**src/rtl/bounce_pkg.sv**
```systemverilog
`default_nettype none
// ============================================================================
//  Module   : bounce_pkg
//  Brief    : Shared state encoding and constants for the bounce game control.
//  Revision : 1.0
// ============================================================================
package bounce_pkg;

    typedef enum logic [1:0] {
        ST_NEWGAME = 2'd0,
        ST_PLAY    = 2'd1,
        ST_NEWBALL = 2'd2,
        ST_OVER    = 2'd3
    } game_state_t;

    // About two seconds of frames at 60 Hz between balls and before a new game.
    localparam logic [6:0] TIMER_LOAD = 7'd119;
    localparam logic [1:0] BALL_INIT  = 2'd3;

    localparam int LOGO_EN_BIT = 2;
    localparam int RULE_EN_BIT = 1;
    localparam int OVER_EN_BIT = 0;

endpackage
`default_nettype wire

```
**src/rtl/bounce_bcd_counter.sv**
```systemverilog
`default_nettype none
// ============================================================================
//  Module   : bounce_bcd_counter
//  Brief    : Two-digit BCD score counter, 00..99 with wrap, clear over inc.
//  Revision : 1.0
// ============================================================================
module bounce_bcd_counter (
    input  logic       clk,
    input  logic       reset_n,
    input  logic       clr,
    input  logic       inc,
    output logic [3:0] dig0,
    output logic [3:0] dig1
);

    logic [3:0] r_dig0;
    logic [3:0] r_dig1;

    always_ff @(posedge clk or negedge reset_n) begin
        if (!reset_n) begin
            r_dig0 <= 4'd0;
            r_dig1 <= 4'd0;
        end else if (clr) begin
            r_dig0 <= 4'd0;
            r_dig1 <= 4'd0;
        end else if (inc) begin
            if (r_dig0 == 4'd9) begin
                r_dig0 <= 4'd0;
                r_dig1 <= (r_dig1 == 4'd9) ? 4'd0 : r_dig1 + 4'd1;
            end else begin
                r_dig0 <= r_dig0 + 4'd1;
            end
        end
    end

    assign dig0 = r_dig0;
    assign dig1 = r_dig1;

endmodule
`default_nettype wire

```
**src/rtl/bounce_game_ctrl.sv**
```systemverilog
`default_nettype none
// ============================================================================
//  Module   : bounce_game_ctrl
//  Brief    : Game flow control (new game / play / new ball / over) for the
//             bounce game, driving score, ball count and overlay enables.
//  Revision : 1.0
// ============================================================================
module bounce_game_ctrl
    import bounce_pkg::*;
(
    input  logic       clk,
    input  logic       reset_n,
    input  logic       start,
    input  logic       frame_tick,
    input  logic       hit,
    input  logic       miss,
    output logic [1:0] ball,
    output logic [3:0] dig0,
    output logic [3:0] dig1,
    output logic       graph_still,
    output logic [2:0] text_en
);

    game_state_t r_state;
    game_state_t w_state_next;

    logic       r_start_q;
    logic       r_start_armed;
    logic [6:0] r_timer;
    logic [1:0] r_ball;

    logic       w_start_edge;
    logic       w_timer_done;
    logic       w_timer_load;
    logic       w_ball_dec;
    logic       w_ball_reload;
    logic       w_score_clr;
    logic       w_score_inc;
    logic       w_graph_still;
    logic [2:0] w_text_en;

    // A button already held at reset release must be seen low before it counts.
    assign w_start_edge = start & ~r_start_q & r_start_armed;
    assign w_timer_done = (r_timer == 7'd0);

    always_ff @(posedge clk or negedge reset_n) begin
        if (!reset_n) begin
            r_start_q     <= 1'b0;
            r_start_armed <= 1'b0;
        end else begin
            r_start_q     <= start;
            r_start_armed <= r_start_armed | ~start;
        end
    end

    always_ff @(posedge clk or negedge reset_n) begin
        if (!reset_n) begin
            r_state <= ST_NEWGAME;
        end else begin
            r_state <= w_state_next;
        end
    end

    always_comb begin
        w_state_next  = r_state;
        w_timer_load  = 1'b0;
        w_ball_dec    = 1'b0;
        w_ball_reload = 1'b0;
        w_score_clr   = 1'b0;
        w_score_inc   = 1'b0;
        w_graph_still = 1'b1;
        w_text_en     = 3'b000;

        case (r_state)
            ST_NEWGAME: begin
                if (w_start_edge) begin
                    w_state_next = ST_PLAY;
                    w_score_clr  = 1'b1;
                end
            end
            ST_PLAY: begin
                w_score_inc = hit;
                if (miss) begin
                    w_timer_load = 1'b1;
                    if (r_ball != 2'd0) begin
                        w_ball_dec   = 1'b1;
                        w_state_next = ST_NEWBALL;
                    end else begin
                        w_state_next = ST_OVER;
                    end
                end
            end
            ST_NEWBALL: begin
                if (w_start_edge && w_timer_done) begin
                    w_state_next = ST_PLAY;
                end
            end
            ST_OVER: begin
                if (w_timer_done) begin
                    w_state_next  = ST_NEWGAME;
                    w_ball_reload = 1'b1;
                end
            end
            default: w_state_next = ST_NEWGAME;
        endcase

        // Moore decode of the registered state.
        w_graph_still = (r_state != ST_PLAY);
        w_text_en[RULE_EN_BIT] = 1'b1;
        w_text_en[LOGO_EN_BIT] = (r_state == ST_NEWGAME);
        w_text_en[OVER_EN_BIT] = (r_state == ST_OVER);
    end

    always_ff @(posedge clk or negedge reset_n) begin
        if (!reset_n) begin
            r_timer <= 7'd0;
        end else if (w_timer_load) begin
            r_timer <= TIMER_LOAD;
        end else if (frame_tick && !w_timer_done) begin
            r_timer <= r_timer - 7'd1;
        end
    end

    always_ff @(posedge clk or negedge reset_n) begin
        if (!reset_n) begin
            r_ball <= BALL_INIT;
        end else if (w_ball_reload) begin
            r_ball <= BALL_INIT;
        end else if (w_ball_dec) begin
            r_ball <= r_ball - 2'd1;
        end
    end

    bounce_bcd_counter u_score (
        .clk     (clk),
        .reset_n (reset_n),
        .clr     (w_score_clr),
        .inc     (w_score_inc),
        .dig0    (dig0),
        .dig1    (dig1)
    );

    assign ball        = r_ball;
    assign graph_still = w_graph_still;
    assign text_en     = w_text_en;

endmodule
`default_nettype wire
```
**config.mk**
```make
export PLATFORM = sky130hd
export DESIGN_NAME = bounce_game_ctrl
export DESIGN_NICKNAME = d
export VERILOG_FILES = /design/src/rtl/bounce_pkg.sv /design/src/rtl/bounce_bcd_counter.sv /design/src/rtl/bounce_game_ctrl.sv
export SDC_FILE = /design/constraint.sdc
export NUM_CORES = 1
export LEC_CHECK = 0
export CAP_MARGIN = 20
export CORE_ASPECT_RATIO = 1.25
export CORE_MARGIN = 10
export CORE_UTILIZATION = 50
export DETAILED_ROUTE_END_ITERATION = 10
export GPL_ROUTABILITY_DRIVEN = 0
export PLACE_DENSITY = 0.77
export SLEW_MARGIN = 20
export SYNTH_ARGS = -nofsm -noshare
export SYNTH_HDL_FRONTEND = slang
export SYNTH_SLANG_ARGS = --single-unit
```
**constraint.sdc**
```tcl
create_clock -name clk -period 2.55 [get_ports clk]
set_clock_uncertainty 0.1 [all_clocks]
set_input_delay 0.3825 -clock clk [delete_from_list [all_inputs] [get_ports clk]]
set_output_delay 0.3825 -clock clk [all_outputs]
set_load 0.03 [all_outputs]
```
Word-level counts from Yosys, hierarchy flattened:

Cells that the tools add are included.

* reductions and logical operators: 12
* bitwise operators: 5
* equal/unequal tests: 10
* add/subtract/negate cells: 4
* mux-type cells: 27

Operators with widths (number)
* 4-bit two-way mux: 7
* 7-bit two-way mux: 2
* 2-bit two-way mux: 6
* 1-bit two-way mux: 11
* 2-bit nonzero test: 5
* 4-bit by 1-bit adder with 4-bit output, second input constant: 2
* 4-bit equality test, second input constant: 2
* 2-bit one-hot mux with 4 select lines: 1
* 7-bit zero test: 1
* 7-bit by 1-bit subtractor with 7-bit output, second input constant: 1
* 2-bit by 1-bit inequality test with 1-bit output, second input constant: 3
* 2-bit equality test, second input constant: 2
* 2-bit inequality test, second input constant: 2
* 4-bit AND reduction: 1
* 1-bit bitwise AND: 2
* 2-bit by 1-bit equality test with 1-bit output, second input constant: 1
* 1-bit logical AND: 2
* 2-bit zero test: 1
* 1-bit inverter: 2
* 2-bit AND reduction: 1
* 2-bit by 1-bit subtractor with 2-bit output, second input constant: 1
* 1-bit zero test: 1
* 1-bit OR: 1

* output and inout bits: 14
* register bits after elaboration: 21

Depth between registers and ports, before layout:

* depth in word-level cells: 7
* gate-level depth with buffers: 7
* mapped depth without buffers: 6

Modules after synthesis:

A second synthesis with hierarchy kept.

* cells, all modules: 125
* area total of the unflattened synthesis: 1241.2 um^2

By module, submodules not included
* bounce_game_ctrl: cells an instance 78, sequential area each 327.8 um^2, area each 748.2 um^2, times used 1
* bounce_bcd_counter: cells an instance 47, sequential area each 200.2 um^2, area each 493.0 um^2, times used 1

Least setup slack after synthesis:

Ideal clock, no wire load.

* path kind: reg-to-reg
* start: register r_timer[0]
* end: register r_state[0]
* slack: 0.646 ns
* path buffers: 0
* arrival: 1.740 ns
* cell stages (with the launch flop): 7
* period minus slack after synthesis: 1.904 ns
* cells stage by stage: dfrtp_1 -> inv_1 -> ha_1 -> or4b_4 -> or3_4 -> a211oi_2 -> a21o_1

* word-level cells in the longest chain between the ends: 4

RTL lines
* start: declaration: RTL line bounce_game_ctrl.sv:29 `logic [6:0] r_timer;`
* start signal: assignment: RTL line bounce_game_ctrl.sv:120 `r_timer <= r_timer - 7'd1;`
* 7-bit zero test (*): RTL line bounce_game_ctrl.sv:44 `assign w_timer_done = (r_timer == 7'd0);`
* 1-bit logical AND: RTL line bounce_game_ctrl.sv:94 `if (w_start_edge && w_timer_done) begin`
* 2-bit inequality test (no source line)
* 4-bit AND reduction (no source line) (*)
* end signal: assignment: RTL line bounce_game_ctrl.sv:60 `r_state <= w_state_next;`
* end: declaration: RTL line bounce_game_ctrl.sv:24 `game_state_t r_state;`

Every way passes the cells marked *; elsewhere a longest branch is shown, timed or not.
A chain may end at the register's enable or synchronous reset.

Worst setup path in the final report:

* start: register r_state[0]
* end: output graph_still

* word-level cells in the longest chain between the ends: 1

RTL lines
* 2-bit by 1-bit inequality test with 1-bit output: RTL line bounce_game_ctrl.sv:108 `w_graph_still = (r_state != ST_PLAY);`
* end: declaration: RTL line bounce_game_ctrl.sv:20 `output logic graph_still,`

Every way passes these cells.

==> metrics.md <==
| Metric | Value |
|---|---|
| Antenna Violating Nets Remaining | 0 |
| Routed via count | 942 |
| CP Capture Type | primary output |
| Hold crit path type | in2async |
| Fill count | 188 |
| GRT Total Usage | about a tenth |
| Die height | between 70 and 80 um |
| GRT overflow | 0 |
| Clk_lat worst skew | 0.29 ns |
| Largest delay contributor family on the critical path | buffers and inverters |
| PortBufs | 18 |
| Fin area | between 1000 and 1500 um2 |
| Power Dens Cells | roughly 910 nW/um2 |
| Initial antenna violation count | 0 |
| Reg clk slew, reported paths | about 0.11 ns |
| Int Power | 769 uW |
| Number of synthesized flops with an enable pin | 0 |
| Syn Std Cell Area | 1200 um2 |
| Clock sink count | 21 |
| Arrival @ worst endpoint | 1.85 ns |
| Die Wd | ~64 um |
| I/O Pins | 20 |
| Crit-path cells | nor2b_1 > inv_1 > clkdlybuf4s50_1 |
| Hold_ws | about 0.33 ns |
| Sw Ratio | 40.8% |
| Clock buffer count from CTS | 3 |
| CTS H-Tree Depth | 1 |
| DR iter-0 viols | 49 |
| Combinational Power Share | a little over two fifths |
| VDD IR max | approximately 0.00055 V |
| Endpoints failing setup | 0 |
| Drt wl/cell | ~14 um |
| Total power | about 1.3 mW |
| Top_reg_cell synth | dfrtp_1 |
| Warnings from Yosys | 0 |
| P_leak | 0.602 nW |
| Mean area per synthesized cell | around 10 um2 |
| Worst path max stage delay | around 0.60 ns |
| Syn Inst Count | between 100 and 150 |
| Post-DP Area | 1400 um2 |
| Largest net degree at the start of global routing | 22 |
| Sequential area share after synthesis | between 40% and 50% |
| Synthesized Nets | 131 |
| Die footprint | about 4800 um2 |
| Initial Utilization | between 50% and 60% |
| Core ar. | between 2000 and 2500 um2 |
| Sequential Power Share | a little under half |
| Routed WL | approximately 2.3 mm |
| Synthesis-to-layout area growth | 18.3% |
| CP max stage cell | clkdlybuf4s50_1 |
| Hpwl dp | 1.81 mm |
| Unrepaired setup endpoints after global routing | false |
| CTS resizes | 0 |
| Slew Viols, Final | 0 |
| Hold-fix buffers, CTS | 0 |
| CP required | ~2.1 ns |
| Sw power | 531 uW |
| MaxCap Viol Count | 0 |
| Antenna Cells | 0 |
| Cell Rows | 19 |
| Status | finished clean |
| Longest Clk Path Bufs | 2 |
| Crit Path Category | reg2out |
| Number of global-route vias before repair | between 900 and 1000 |
| Post-layout min period | 2.33 ns |
| CP Max Fanout | 10 |
| CTS root buffer | clkbuf_4 |
| CTS tree | yes |
| Setup TNS | 0 ns |
| Drt drc | 0 |
| Yosys reg bits | 21 |
| # Post-CTS Setup Buffers | 0 |
| Commonest non-fill, non-tap cell in the layout | dfrtp_1 |
| FFs w/ async S/R, synth | between 90% and 100% |
| Critical Path Source Type | flip-flop |
| Post-synthesis cell type count | 41 |
| Final Hold Vio Count | 0 |
| CP bufs+invs | 2 |
| First-pass GRT wire length | between 3 and 4 mm |
| Via density per instance | approximately 5.6 |
| Most frequent cells in the layout | 19 x dfrtp_1, 18 x clkdlybuf4s50_1, 10 x nand2_1 |
| Fmax | between 0.4 and 0.5 GHz |
| TritonRoute pass-1 iters | 4 |
| Share of cells above drive strength 1 | between 10% and 20% |
| Fin nets | ~150 |
| Final worst-path cycle share | between 90 and 100% |
| Power share of the clock group | 11.8% |
[per-stage QoR]
stage / setup slack [ns] / instances / utilization, %
after CTS: 0.198 / 169 / 63.1
after floorplan: 0.646 / 118 / -
after global routing: 0.0770 / 169 / 63.1
after detailed placement: 0.541 / 165 / 61.9
after global placement: 0.547 / 165 / 61.9
final: 0.215 / 169 / 63.1
[synth_stat cells (2+ instances only)]
| cell | n | area [um2] |
|---|---|---|
| o311ai_0 | 2 | 17.5 |
| nand3b_1 | 3 | 22.5 |
| clkbuf_8 | 2 | 27.5 |
| mux2i_1 | 3 | 30.0 |
| nor2_1 | 9 | 33.8 |
| o21ai_0 | 2 | 10.0 |
| o211ai_1 | 2 | 15.0 |
| inv_1 | 8 | 30.0 |
| dfrtp_1 | 19 | 475 |
| nand3_1 | 4 | 20.0 |
| xnor2_1 | 3 | 26.3 |
| dfstp_2 | 2 | 52.6 |
| nand4bb_1 | 2 | 22.5 |
| nand2_1 | 10 | 37.5 |
| and3b_1 | 2 | 17.5 |
| ha_1 | 7 | 87.6 |
| nor3_1 | 6 | 30.0 |
| and3_1 | 2 | 12.5 |
| a21oi_1 | 5 | 25.0 |
| nor2b_1 | 2 | 12.5 |
| a21bo_2 | 2 | 20.0 |
| xor2_1 | 2 | 17.5 |
[worst paths after layout]
path,from,end,slack [ns],cells after the start
setup / recovery,r_state[0]$_DFFE_PN0P_,graph_still,0.22,3
hold / removal,reset_n,u_score.dig0[1]$_DFFE_PN0P_,0.33,2
setup reg to reg,r_timer[0]$_DFFE_PN0P_,r_state[0]$_DFFE_PN0P_,0.52,6
hold reg to reg,r_start_armed$_DFF_PN0_,r_start_armed$_DFF_PN0_,0.42,1
max in group asynchronous,reset_n,ball[0]$_DFFE_PN1P_,1.75,2
min in group clk,r_start_armed$_DFF_PN0_,r_start_armed$_DFF_PN0_,0.42,1
[cell type report]
class,instances,area (um2),share of cell area [%]
repair buffers,20,195,13.7
flip-flops and latches,21,528,37.0
clock buffers,4,26.3,1.84
well taps,31,38.8,2.72
multi-input cells,85,607,42.6
inverters,8,30.0,2.11
[power groups by stage]
stage | combinational [mW] | clock [mW] | sequential, mW
finish | 0.553 | 0.153 | 0.594
global route | 0.615 | 0.175 | 0.618
CTS | 0.563 | 0.161 | 0.593
detailed placement | 0.563 | 0 | 0.600
global placement | 0.543 | 0 | 0.594
floorplan | 0.363 | 0 | 0.621
[layer usage]
| layer | vias to the layer above | GRT usage (%) | share of wire, % |
|---|---|---|---|
| met5 | - | 0 | 0 |
| met1 | 467 | 11.5 | 44 |
| met3 | 2 | 2.97 | 5.5 |
| met2 | 16 | 17.1 | 50 |
| li1 | 457 | - | - |
| met4 | 0 | 3.41 | 0.65 |
[cell families after synthesis]
logic type | Yosys count | synth area share [%]
fa+ha+maj | 7 | 7.27
flops | 21 | 43.8
compound gates | 21 | 13.4
other cells | 1 | 0.311
mux | 3 | 2.49
buf+inv | 12 | 5.82
simple gates | 48 | 23.3
xor+xnor | 5 | 3.64
[sequential cells by signal, indices dropped and copies added (netlist names)]
signal,count
r_timer,7
r_start_q,1
r_start_armed,1
ball,2
r_state,2
u_score.dig1,4
u_score.dig0,4
No activity file was read; power rests on OpenSTA's default activity.
